==> src/rtl/sram_ctrl_pkg.sv <==
// sram_ctrl_pkg: shared definitions for the external SRAM controller.
// Holds the FSM state encoding, the strobe bundle type, the idle strobe
// pattern and the wait-counter width.
// Optional feature macro: SRAM_CTRL_TURNAROUND_EN (adds the TURN state).
package sram_ctrl_pkg;

  localparam int unsigned SRAM_CNT_W = 4;

  // {ce_n, oe_n, we_n} all inactive
  localparam logic [2:0] SRAM_STROBE_IDLE = 3'b111;

  localparam logic [2:0] ST_IDLE     = 3'd0;
  localparam logic [2:0] ST_RD       = 3'd1;
  localparam logic [2:0] ST_WR_SETUP = 3'd2;
  localparam logic [2:0] ST_WR_PULSE = 3'd3;
  localparam logic [2:0] ST_WR_HOLD  = 3'd4;
  localparam logic [2:0] ST_DONE     = 3'd5;
`ifdef SRAM_CTRL_TURNAROUND_EN
  localparam logic [2:0] ST_TURN     = 3'd6;
`endif

  typedef enum logic [2:0] {
    IDLE     = ST_IDLE,
    RD       = ST_RD,
    WR_SETUP = ST_WR_SETUP,
    WR_PULSE = ST_WR_PULSE,
    WR_HOLD  = ST_WR_HOLD,
    DONE     = ST_DONE
`ifdef SRAM_CTRL_TURNAROUND_EN
    , TURN   = ST_TURN
`endif
  } sram_state_t;

  typedef struct packed {
    logic ce_n;
    logic oe_n;
    logic we_n;
  } sram_strobe_t;

endpackage

==> src/rtl/sram_ctrl.sv <==
// sram_ctrl: asynchronous external SRAM controller for the 6502 bus.
// Turns a CPU chip-select / write strobe into sequenced CE/OE/WE pin cycles
// with parameterised wait states, stalling the CPU through a combinational
// rdy. Read data is registered for the CPU data mux.
//
// Parameters: AW (address width), WAIT_RD (extra OE cycles, 0..15),
//             WAIT_WR (WE-low cycles, 1..15).
// Ports:
//   clk, reset (async, active-high)
//   cs, we, addr[AW], din[8]       CPU side request, sampled in IDLE only
//   dout[8]                        registered read data
//   rdy                            combinational, low stalls the CPU
//   sram_addr[AW], sram_dq_o[8], sram_dq_oe, sram_ce_n/oe_n/we_n  registered pins
//   sram_dq_i[8]                   pin read data
// Optional feature macro: SRAM_CTRL_TURNAROUND_EN inserts one dead TURN cycle
// after every write so FPGA drive never abuts an SRAM read drive.
module sram_ctrl
  import sram_ctrl_pkg::*;
#(
  parameter int unsigned AW      = 16,
  parameter int unsigned WAIT_RD = 1,
  parameter int unsigned WAIT_WR = 2
) (
  input  logic          clk,
  input  logic          reset,
  input  logic          cs,
  input  logic          we,
  input  logic [AW-1:0] addr,
  input  logic [7:0]    din,
  output logic [7:0]    dout,
  output logic          rdy,
  output logic [AW-1:0] sram_addr,
  output logic [7:0]    sram_dq_o,
  output logic          sram_dq_oe,
  input  logic [7:0]    sram_dq_i,
  output logic          sram_ce_n,
  output logic          sram_oe_n,
  output logic          sram_we_n
);

  sram_state_t           state_q, state_d;
  logic [SRAM_CNT_W-1:0] cnt_q, cnt_d;
  sram_strobe_t          strobe_q, strobe_d;
  logic                  dq_oe_d;
  logic                  latch_c;
  logic                  capture_c;

  // Next state, counter and pin values; pins are decoded from the next state
  // so the registered strobes line up exactly with the state they belong to.
  always_comb begin
    state_d   = state_q;
    cnt_d     = cnt_q;
    latch_c   = 1'b0;
    capture_c = 1'b0;
    strobe_d  = sram_strobe_t'(SRAM_STROBE_IDLE);
    dq_oe_d   = 1'b0;

    case (state_q)
      IDLE: begin
        if (cs) begin
          latch_c = 1'b1;
          if (we) begin
            state_d = WR_SETUP;
          end else begin
            state_d = RD;
            cnt_d   = SRAM_CNT_W'(WAIT_RD);
          end
        end
      end
      RD: begin
        if (cnt_q == '0) begin
          capture_c = 1'b1;
          state_d   = DONE;
        end else begin
          cnt_d = cnt_q - SRAM_CNT_W'(1);
        end
      end
      WR_SETUP: begin
        state_d = WR_PULSE;
        cnt_d   = SRAM_CNT_W'(WAIT_WR - 1);
      end
      WR_PULSE: begin
        if (cnt_q == '0) begin
          state_d = WR_HOLD;
        end else begin
          cnt_d = cnt_q - SRAM_CNT_W'(1);
        end
      end
      WR_HOLD: begin
`ifdef SRAM_CTRL_TURNAROUND_EN
        state_d = TURN;
`else
        state_d = DONE;
`endif
      end
`ifdef SRAM_CTRL_TURNAROUND_EN
      TURN:    state_d = DONE;
`endif
      DONE:    state_d = IDLE;
      default: state_d = IDLE;
    endcase

    case (state_d)
      RD: begin
        strobe_d.ce_n = 1'b0;
        strobe_d.oe_n = 1'b0;
      end
      WR_SETUP, WR_HOLD: begin
        strobe_d.ce_n = 1'b0;
        dq_oe_d       = 1'b1;
      end
      WR_PULSE: begin
        strobe_d.ce_n = 1'b0;
        strobe_d.we_n = 1'b0;
        dq_oe_d       = 1'b1;
      end
      default: ;
    endcase
  end

  // State, counter and pin registers; reset drops every strobe immediately.
  always_ff @(posedge clk or posedge reset) begin
    if (reset) begin
      state_q    <= IDLE;
      cnt_q      <= '0;
      strobe_q   <= sram_strobe_t'(SRAM_STROBE_IDLE);
      sram_dq_oe <= 1'b0;
      sram_addr  <= '0;
      sram_dq_o  <= '0;
      dout       <= '0;
    end else begin
      state_q    <= state_d;
      cnt_q      <= cnt_d;
      strobe_q   <= strobe_d;
      sram_dq_oe <= dq_oe_d;
      if (latch_c) begin
        sram_addr <= addr;
        sram_dq_o <= din;
      end
      if (capture_c) begin
        dout <= sram_dq_i;
      end
    end
  end

  assign sram_ce_n = strobe_q.ce_n;
  assign sram_oe_n = strobe_q.oe_n;
  assign sram_we_n = strobe_q.we_n;

  // Only an idle controller with no request, or the completion cycle, lets the CPU go.
  assign rdy = ((state_q == IDLE) && !cs) || (state_q == DONE);

endmodule

==> config.mk <==
export PLATFORM = sky130hd
export DESIGN_NAME = sram_ctrl
export DESIGN_NICKNAME = d
export VERILOG_FILES = /design/src/rtl/sram_ctrl_pkg.sv /design/src/rtl/sram_ctrl.sv
export SDC_FILE = /design/constraint.sdc
export NUM_CORES = 1
export LEC_CHECK = 0
export CAP_MARGIN = 20
export CORE_MARGIN = 2
export CORE_UTILIZATION = 43
export DETAILED_ROUTE_END_ITERATION = 16
export PLACE_DENSITY_LB_ADDON = 0.08
export SLEW_MARGIN = 20
export SYNTH_ARGS = -nofsm -noshare
export SYNTH_HDL_FRONTEND = slang
export SYNTH_SLANG_ARGS = --single-unit
==> constraint.sdc <==
create_clock -name clk -period 2.3 [get_ports clk]
set_clock_uncertainty 0.2 [all_clocks]
set_input_delay 0.46 -clock clk [delete_from_list [all_inputs] [get_ports clk]]
set_output_delay 0.46 -clock clk [all_outputs]
set_load 0.1 [all_outputs]
==> impl_metrics.env, run 1 <==
export IMPL_status="finished clean"
export IMPL_ys_flop_type="dfrtp_1"
export IMPL_cts_sinks=43
export IMPL_worstPathArrival_ns=1.52
export IMPL_grt_remaining_overflow=0
export IMPL_numCtsBuffers=5
export IMPL_fmax_mhz=458
export IMPL_synth_distinct_cells=35
export IMPL_drv_cap=0
export IMPL_yosys_warnings=0
export IMPL_clk_pin_slew_ns=0.07
export IMPL_dp_hpwl_um=2910
export IMPL_grt_usage_pct=16.4
export IMPL_layout_setup_ws_ns=0.118
export IMPL_slew_viol_final=0
export IMPL_drcViolationCount=0
export IMPL_hold_viol_final=0
export IMPL_cts_tree="yes"
export IMPL_synthArstFlopShare_pct=100
export IMPL_num_fill_cells=326
export IMPL_synthTopCellsByArea="dfrtp_1, mux2_2, dfstp_2"
export IMPL_grt_pass1_vias=1174
export IMPL_finalSetupViolations=0
export IMPL_crit_fanout=6
export IMPL_syn_num_nets=169
export IMPL_layout_min_cycle_time_ns=2.18
export IMPL_antenna_found_initial=0
export IMPL_place_congestion=0.794
export IMPL_clk_path_buf_depth=2
export IMPL_holdWs_ns=0.290
export IMPL_criticalPathCategory="input pin to output pin"
export IMPL_ios=73
export IMPL_fin_tns_setup_ns=0
export IMPL_wl_per_cell_um=14.7
export IMPL_worstSetupEndpointType="output pin"
export IMPL_area_delta_synth_final_pct=45.6
export IMPL_grt_pass1_wl_um=5430
export IMPL_cts_root_buf="clkbuf_8"
export IMPL_hp_class="flip-flop to flip-flop"
export IMPL_htreeDepth=2
export IMPL_dr_pass1_iters=2
export IMPL_required_ns=1.64
export IMPL_die_h_um=68.9
export IMPL_coreArea_mm2=0.00403
export IMPL_synth_top_area_share_pct=55.2
export IMPL_cts_setup_buffers=0
export IMPL_viasPerCell=4.87
export IMPL_vias=1251
export IMPL_startpoint_type="input pin"
export IMPL_row_count=23
export IMPL_antenna_cells=0
export IMPL_tightest_slew_ns=0.512
export IMPL_drive_above_1_share_pct=40.6
export IMPL_die_x_um=68.9
export IMPL_design_die_area_mm2=0.00475
export IMPL_ant_nets=0
export IMPL_synth_edf_count=0
export IMPL_netlist_instances=131
export IMPL_regArea_mm2=0.00108
export IMPL_cts_resized=0
export IMPL_synth_seq_cells=43
export IMPL_synth_top_cell_by_area="dfrtp_1"
export IMPL_rsz0062_at_grt="false"
export IMPL_wirelength_um=3780
export IMPL_pre_cts_ws_ns=0.0580
export IMPL_numPortBuffers=72
export IMPL_relSlewSlack_pct=65.8
export IMPL_fin_nets=244
export IMPL_clk_latency_ns=0.29
export IMPL_multiInputGateArea_um2=659
export IMPL_syn_area_mm2=0.00181
export IMPL_drt_iter0_drc=22
export IMPL_yosysSeqAreaShare_pct=59.6
export IMPL_grt_max_degree=44
export IMPL_start_util_pct=45.0
export IMPL_fin_crit_sh_pct=94.9
export IMPL_postCtsHoldBufs=0
export IMPL_syn_mean_instance_area_um2=13.8
[area by class of cell]
class | count | share of cell area, %
clock buffer | 8 | 3.79
inverter | 8 | 1.14
sequential | 43 | 41.0
multi-input combinational | 74 | 25.0
tap | 50 | 2.37
timing repair buffer | 74 | 26.7
[cell usage in the layout, fill, tap and decap left out, types with 2 or more instances in the layout]
master           Yosys  layout
a21oi_1              3       3
a221oi_1             2       2
buf_12               0       5
buf_4                1      34
clkbuf_8             0       7
clkdlybuf4s50_1      0      35
dfrtp_1             40      39
dfstp_2              3       3
ha_1                 2       2
inv_1                8       8
mux2_1               2       2
mux2_2              30      30
nand2_1              4       4
nand2b_1             2       2
nor2_1               6       5
nor2_4               1       2
nor3_1               2       2
o211ai_1             2       2
or3_1                2       2
[cells in the mapped netlist, types with 2 or more instances]
| cell type | instances |
|---|---|
| o211ai_1 | 2 |
| dfrtp_1 | 40 |
| nand2b_1 | 2 |
| a21oi_1 | 3 |
| dfstp_2 | 3 |
| a221oi_1 | 2 |
| buf_6 | 3 |
| or3_1 | 2 |
| ha_1 | 2 |
| nor3_1 | 2 |
| mux2_2 | 30 |
| inv_1 | 8 |
| mux2_1 | 2 |
| nor2_1 | 6 |
| nand2_1 | 4 |
[through the flow]
step                      util [%]  cells  area, µm²
final                         65.5    257       2640
after global routing          65.5    257       2640
after CTS                     65.5    257       2640
after detailed placement      63.0    249       2540
after global placement        63.0    249       2540
after floorplan                  -    131       1820
[worst max-delay path, stage by stage]
cell and delay [ns]:
clkdlybuf4s50_1 0.54, nor3_1 0.06, a21oi_1 0.22, nor2_4 0.06, buf_12 0.18
[layer usage]
layer  vias up  GRT usage [%]  routed length [µm]
met5         -              0                   0
met1       591           18.6                1560
met2        46           27.8                1840
met4         0           8.09                  62
met3         7           5.03                 323
li1        607              -                   -
[sequential cells by signal (all words and copies together), names as in the netlist]
name and count:
sram_oe_n 1, sram_addr 16, sram_dq_oe 1, sram_we_n 1, sram_ce_n 1, cnt_q 4
sram_dq_o 8, dout 8, state_q 3
[worst paths after layout]
check	startpoint	to	slack (ns)	cells after the start
setup reg to reg	cnt_q[0]	dout[4]	0.23	6
max in group asynchronous	reset	state_q[2]	1.12	3
setup / recovery	cs	rdy	0.12	5
hold reg to reg	sram_addr[3]	sram_addr[3]	0.29	1
hold / removal	sram_addr[3]	sram_addr[3]	0.29	1
min in group asynchronous	reset	sram_addr[13]	0.40	3
[logic make-up after synthesis]
| logic type | share of synthesized area [%] |
|---|---|
| DFF | 59.6 |
| and+or+nand+nor | 9.67 |
| adders and majority gates | 1.38 |
| buffers and inverters | 4.42 |
| AOI/OAI and AO/OA | 5.04 |
| muxes | 19.9 |
Power of run 1 is not shown: default switching activity piles up to over one toggle a cycle in this logic, so the estimate is an artifact.
==> inputs of run 2 (changes only) <==
--- a/config.mk
+++ b/config.mk
@@ -9,6 +9,7 @@
 export CORE_MARGIN = 2
 export CORE_UTILIZATION = 43
 export DETAILED_ROUTE_END_ITERATION = 16
+export GPL_TIMING_DRIVEN = 0
 export PLACE_DENSITY_LB_ADDON = 0.08
 export SLEW_MARGIN = 20
 export SYNTH_ARGS = -nofsm -noshare
==> impl_metrics.env, run 2 (synthesis results as in run 1) <==
export IMPL_largest_register_ffs=16
export IMPL_dp_hpwl_um=2980
export IMPL_multiInputGateArea_um2=659
export IMPL_fmax_mhz=456
export IMPL_postCtsHoldBufs=0
export IMPL_drcViolationCount=0
export IMPL_antenna_cells=0
export IMPL_viasPerCell=4.96
export IMPL_reg_top3="sram_addr (16), dout (8), sram_dq_o (8)"
export IMPL_start_util_pct=45.0
export IMPL_wl_per_cell_um=14.8
export IMPL_reg2reg_slack_ns=0.25
export IMPL_regArea_mm2=0.00108
export IMPL_dr_pass1_iters=4
export IMPL_crit_fanout=6
export IMPL_fin_cells=261
export IMPL_place_congestion=0.823
export IMPL_die_x_um=68.9
export IMPL_grt_max_degree=30
export IMPL_clk_latency_ns=0.29
export IMPL_cts_sinks=43
export IMPL_hp_class="input pin to async pin"
export IMPL_grt_pass1_vias=1213
export IMPL_design_die_area_mm2=0.00475
export IMPL_layout_common_cells="dfrtp_1, clkdlybuf4s50_1, dlygate4sd2_1"
export IMPL_clk_path_buf_depth=2
export IMPL_cts_tree="yes"
export IMPL_cts_setup_buffers=0
export IMPL_required_ns=1.64
export IMPL_layout_min_cycle_time_ns=2.19
export IMPL_htreeDepth=2
export IMPL_antenna_found_initial=0
export IMPL_num_fill_cells=316
export IMPL_drt_iter0_drc=42
export IMPL_holdWs_ns=0.232
export IMPL_rsz0062_at_grt="false"
export IMPL_area_delta_synth_final_pct=47.8
export IMPL_fin_nets=248
export IMPL_relSlewSlack_pct=34.8
export IMPL_criticalPathCategory="input pin to output pin"
export IMPL_grt_usage_pct=16.8
export IMPL_vias=1295
export IMPL_tightest_slew_ns=0.982
export IMPL_fin_crit_sh_pct=95.3
export IMPL_coreArea_mm2=0.00403
export IMPL_row_count=23
export IMPL_die_h_um=68.9
export IMPL_grt_pass1_wl_um=5660
export IMPL_hold_viol_final=0
export IMPL_ios=73
export IMPL_worstSetupEndpointType="output pin"
export IMPL_worstPathArrival_ns=1.53
export IMPL_ant_nets=0
export IMPL_status="finished clean"
export IMPL_slew_viol_final=0
export IMPL_numCtsBuffers=5
export IMPL_crit_start="cs"
export IMPL_cts_root_buf="clkbuf_8"
export IMPL_regMostFlops="sram_addr"
export IMPL_grt_remaining_overflow=0
export IMPL_final_common_cell="dfrtp_1"
export IMPL_numPortBuffers=72
export IMPL_place_inst=254
export IMPL_drive_above_1_share_pct=26.1
export IMPL_r2r_start="cnt_q[0]"
export IMPL_clk_pin_slew_ns=0.08
export IMPL_wirelength_um=3870
export IMPL_startpoint_type="input pin"
export IMPL_finalSetupViolations=0
export IMPL_drv_cap=0
## run 2: cell types whose count changed in the layout (fill, tap and decap cells not counted), sizes merged
cell,previous run,this run
dlygate4sd2,0,33
buf,39,7
clkdlybuf4s15,0,3
clkbuf,8,7
clkinv,0,1
## run 2: layer usage
metal / routed length (µm) / track usage (%) / vias to the layer above
met5: 0 / 0 / -
met4: 67 / 6.37 / 0
met3: 306 / 5.68 / 9
met2: 1950 / 29.0 / 49
met1: 1550 / 19.3 / 622
li1: - / - / 615
## run 2: worst paths after layout
kind | to | cells past startpoint
min in group clk | sram_addr[3] | 1
hold reg to reg | sram_addr[3] | 1
hold / removal | sram_addr[15] | 2
setup reg to reg | dout[1] | 6
setup / recovery | rdy | 5
max in group asynchronous | sram_ce_n | 3
## run 2: stage by stage
| step | TNS (ns) | area [µm²] | setup WS [ns] | util (%) |
|---|---|---|---|---|
| 2_1_floorplan | 0 | 1820 | 0.226 | - |
| 3_3_place_gp | -8.96 | 2600 | -0.783 | 64.6 |
| 3_5_place_dp | -2.44 | 2620 | -0.790 | 65.1 |
| 4_1_cts | 0 | 2680 | 0.00722 | 66.6 |
| 5_1_grt | 0 | 2680 | 0.0629 | 66.5 |
| 6_report | 0 | 2680 | 0.108 | 66.5 |
## run 2: area by class of cell
cell class | count | share of cell area [%]
multi-input combinational | 74 | 24.6
sequential | 43 | 40.3
clock buffer | 7 | 3.22
timing repair buffer | 73 | 26.4
inverter | 8 | 1.12
tap | 50 | 2.34
clock inverter | 1 | 0.187
buffer | 5 | 1.73
## run 2: repair_timing
action                                  CTS  global route
gates resized for setup                  50             0
cloned                                    0             0
endpoints found under the setup margin   37             1
## run 2: worst max-delay path, cell delays in order
cell and delay, ns:
clkdlybuf4s50_1 0.57, nor3_1 0.07, a21oi_1 0.21, nor2_4 0.05, buf_8 0.17
Power of run 2 is left out for the same reason.
==> inputs of run 3 (changes only) <==
--- a/config.mk
+++ b/config.mk
@@ -6,11 +6,10 @@
 export NUM_CORES = 1
 export LEC_CHECK = 0
 export CAP_MARGIN = 20
-export CORE_MARGIN = 2
 export CORE_UTILIZATION = 43
 export DETAILED_ROUTE_END_ITERATION = 16
 export GPL_TIMING_DRIVEN = 0
-export PLACE_DENSITY_LB_ADDON = 0.08
+export PLACE_DENSITY = 0.8
 export SLEW_MARGIN = 20
 export SYNTH_ARGS = -nofsm -noshare
 export SYNTH_HDL_FRONTEND = slang
==> impl_metrics.env, run 3 (synthesis results as in run 1) <==
export IMPL_num_fill_cells=297
export IMPL_hp_class="input pin to async pin"
export IMPL_postCtsHoldBufs=0
export IMPL_grt_max_degree=38
export IMPL_regMostFlops="sram_addr"
export IMPL_dr_pass1_iters=4
export IMPL_r2r_start="cnt_q[0]"
export IMPL_cts_root_buf="clkbuf_8"
export IMPL_viasPerCell=5.09
export IMPL_fin_tns_setup_ns=0
export IMPL_fin_crit_sh_pct=96.6
export IMPL_antenna_cells=0
export IMPL_layout_common_cells="dfrtp_1, clkdlybuf4s50_1, dlygate4sd2_1"
export IMPL_worstSetupEndpointType="output pin"
export IMPL_antenna_found_initial=0
export IMPL_wirelength_um=4000
export IMPL_htreeDepth=2
export IMPL_relSlewSlack_pct=34.2
export IMPL_numCtsBuffers=5
export IMPL_dp_hpwl_um=3050
export IMPL_grt_pass1_wl_um=6040
export IMPL_tightest_slew_ns=0.991
export IMPL_startpoint_type="input pin"
export IMPL_cts_tree="yes"
export IMPL_ios=73
export IMPL_drv_cap=0
export IMPL_clk_latency_ns=0.30
export IMPL_slew_viol_final=0
export IMPL_numPortBuffers=72
export IMPL_place_congestion=0.782
export IMPL_ant_nets=0
export IMPL_grt_usage_pct=18.8
export IMPL_rsz0062_at_grt="false"
export IMPL_die_x_um=66.9
export IMPL_criticalPathCategory="input pin to output pin"
export IMPL_required_ns=1.64
export IMPL_status="finished clean"
export IMPL_area_delta_synth_final_pct=49.1
export IMPL_grt_remaining_overflow=0
export IMPL_design_die_area_mm2=0.00448
export IMPL_clk_path_buf_depth=2
export IMPL_finalSetupViolations=0
export IMPL_slowest_stage="clkdlybuf4s50_1"
export IMPL_grt_pass1_vias=1326
export IMPL_timing_rr_end="dout[7]"
export IMPL_reg2reg_slack_ns=0.16
export IMPL_cts_setup_buffers=0
export IMPL_crit_fanout=6
export IMPL_regArea_mm2=0.00108
export IMPL_layout_min_cycle_time_ns=2.22
export IMPL_max_stage_delay_ns=0.60
export IMPL_coreArea_mm2=0.00403
export IMPL_worstPathArrival_ns=1.56
export IMPL_drcViolationCount=0
export IMPL_fmax_mhz=450
export IMPL_largest_register_ffs=16
export IMPL_clk_pin_slew_ns=0.08
export IMPL_vias=1329
export IMPL_multiInputGateArea_um2=664
export IMPL_fin_nets=248
export IMPL_crit_chain="clkdlybuf4s50_1, nor3_2, a21oi_1, nor2_4, buf_12"
export IMPL_drt_iter0_drc=36
export IMPL_drive_above_1_share_pct=27.0
export IMPL_die_h_um=66.9
export IMPL_final_common_cell="dfrtp_1"
export IMPL_reg_top3="sram_addr (16), dout (8), sram_dq_o (8)"
export IMPL_cts_sinks=43
export IMPL_crit_start="cs"
export IMPL_start_util_pct=45.0
export IMPL_crit_path_end="rdy"
export IMPL_wl_per_cell_um=15.3
export IMPL_hold_viol_final=0
export IMPL_reg2regPathDepth=6
export IMPL_row_count=23
run 3: metrics by stage:
stage | area (µm²) | utilization [%] | cells | worst slack, ns | hold WS (ns)
after floorplan | 1820 | - | 131 | 0.226 | 0.289
after global placement | 2600 | 64.6 | 253 | -0.789 | 0.269
after detailed placement | 2620 | 65.1 | 254 | -0.836 | 0.291
after CTS | 2710 | 67.2 | 262 | 0.0139 | 0.192
after global routing | 2700 | 67.0 | 261 | 0.00237 | 0.196
final | 2700 | 67.0 | 261 | 0.0773 | 0.183
run 3: how the worst min path moves through the flow:
stage / endpoint / slack, ns / depth (start not counted)
6_report: dout[1] / 0.18 / 2
5_1_grt: dout[1] / 0.20 / 2
4_1_cts: dout[1] / 0.19 / 2
3_5_place_dp: sram_dq_o[6] / 0.29 / 1
3_3_place_gp: sram_addr[3] / 0.27 / 1
2_1_floorplan: cnt_q[1] / 0.29 / 1
run 3: final cells by class:
class	instances	share of cell area [%]
well taps	50	2.32
plain buffers	5	1.71
multi-input cells	74	24.6
clock buffers	6	3.06
inverters	8	1.11
repair buffers	73	25.9
clock inverters	2	1.30
flip-flops and latches	43	40.0
run 3: critical path: cells and delay by family:
| family | cells | cell delay (ns) |
|---|---|---|
| simple gates | 2 | 0.13 |
| buf+inv | 2 | 0.76 |
| compound gates | 1 | 0.21 |
run 3: routing by layer:
metal	track usage (%)	vias up	wire [µm]
met1	20.4	636	1550
met3	6.34	12	433
met2	32.1	67	1930
met4	10.1	0	89
li1	-	614	-
met5	0	-	0
run 3: repair_timing:
item	4_1_cts	5_1_grt
endpoints found under the setup margin	37	3
resized for setup	49	4
pin swaps	0	0
Power of run 3 is left out for the same reason.
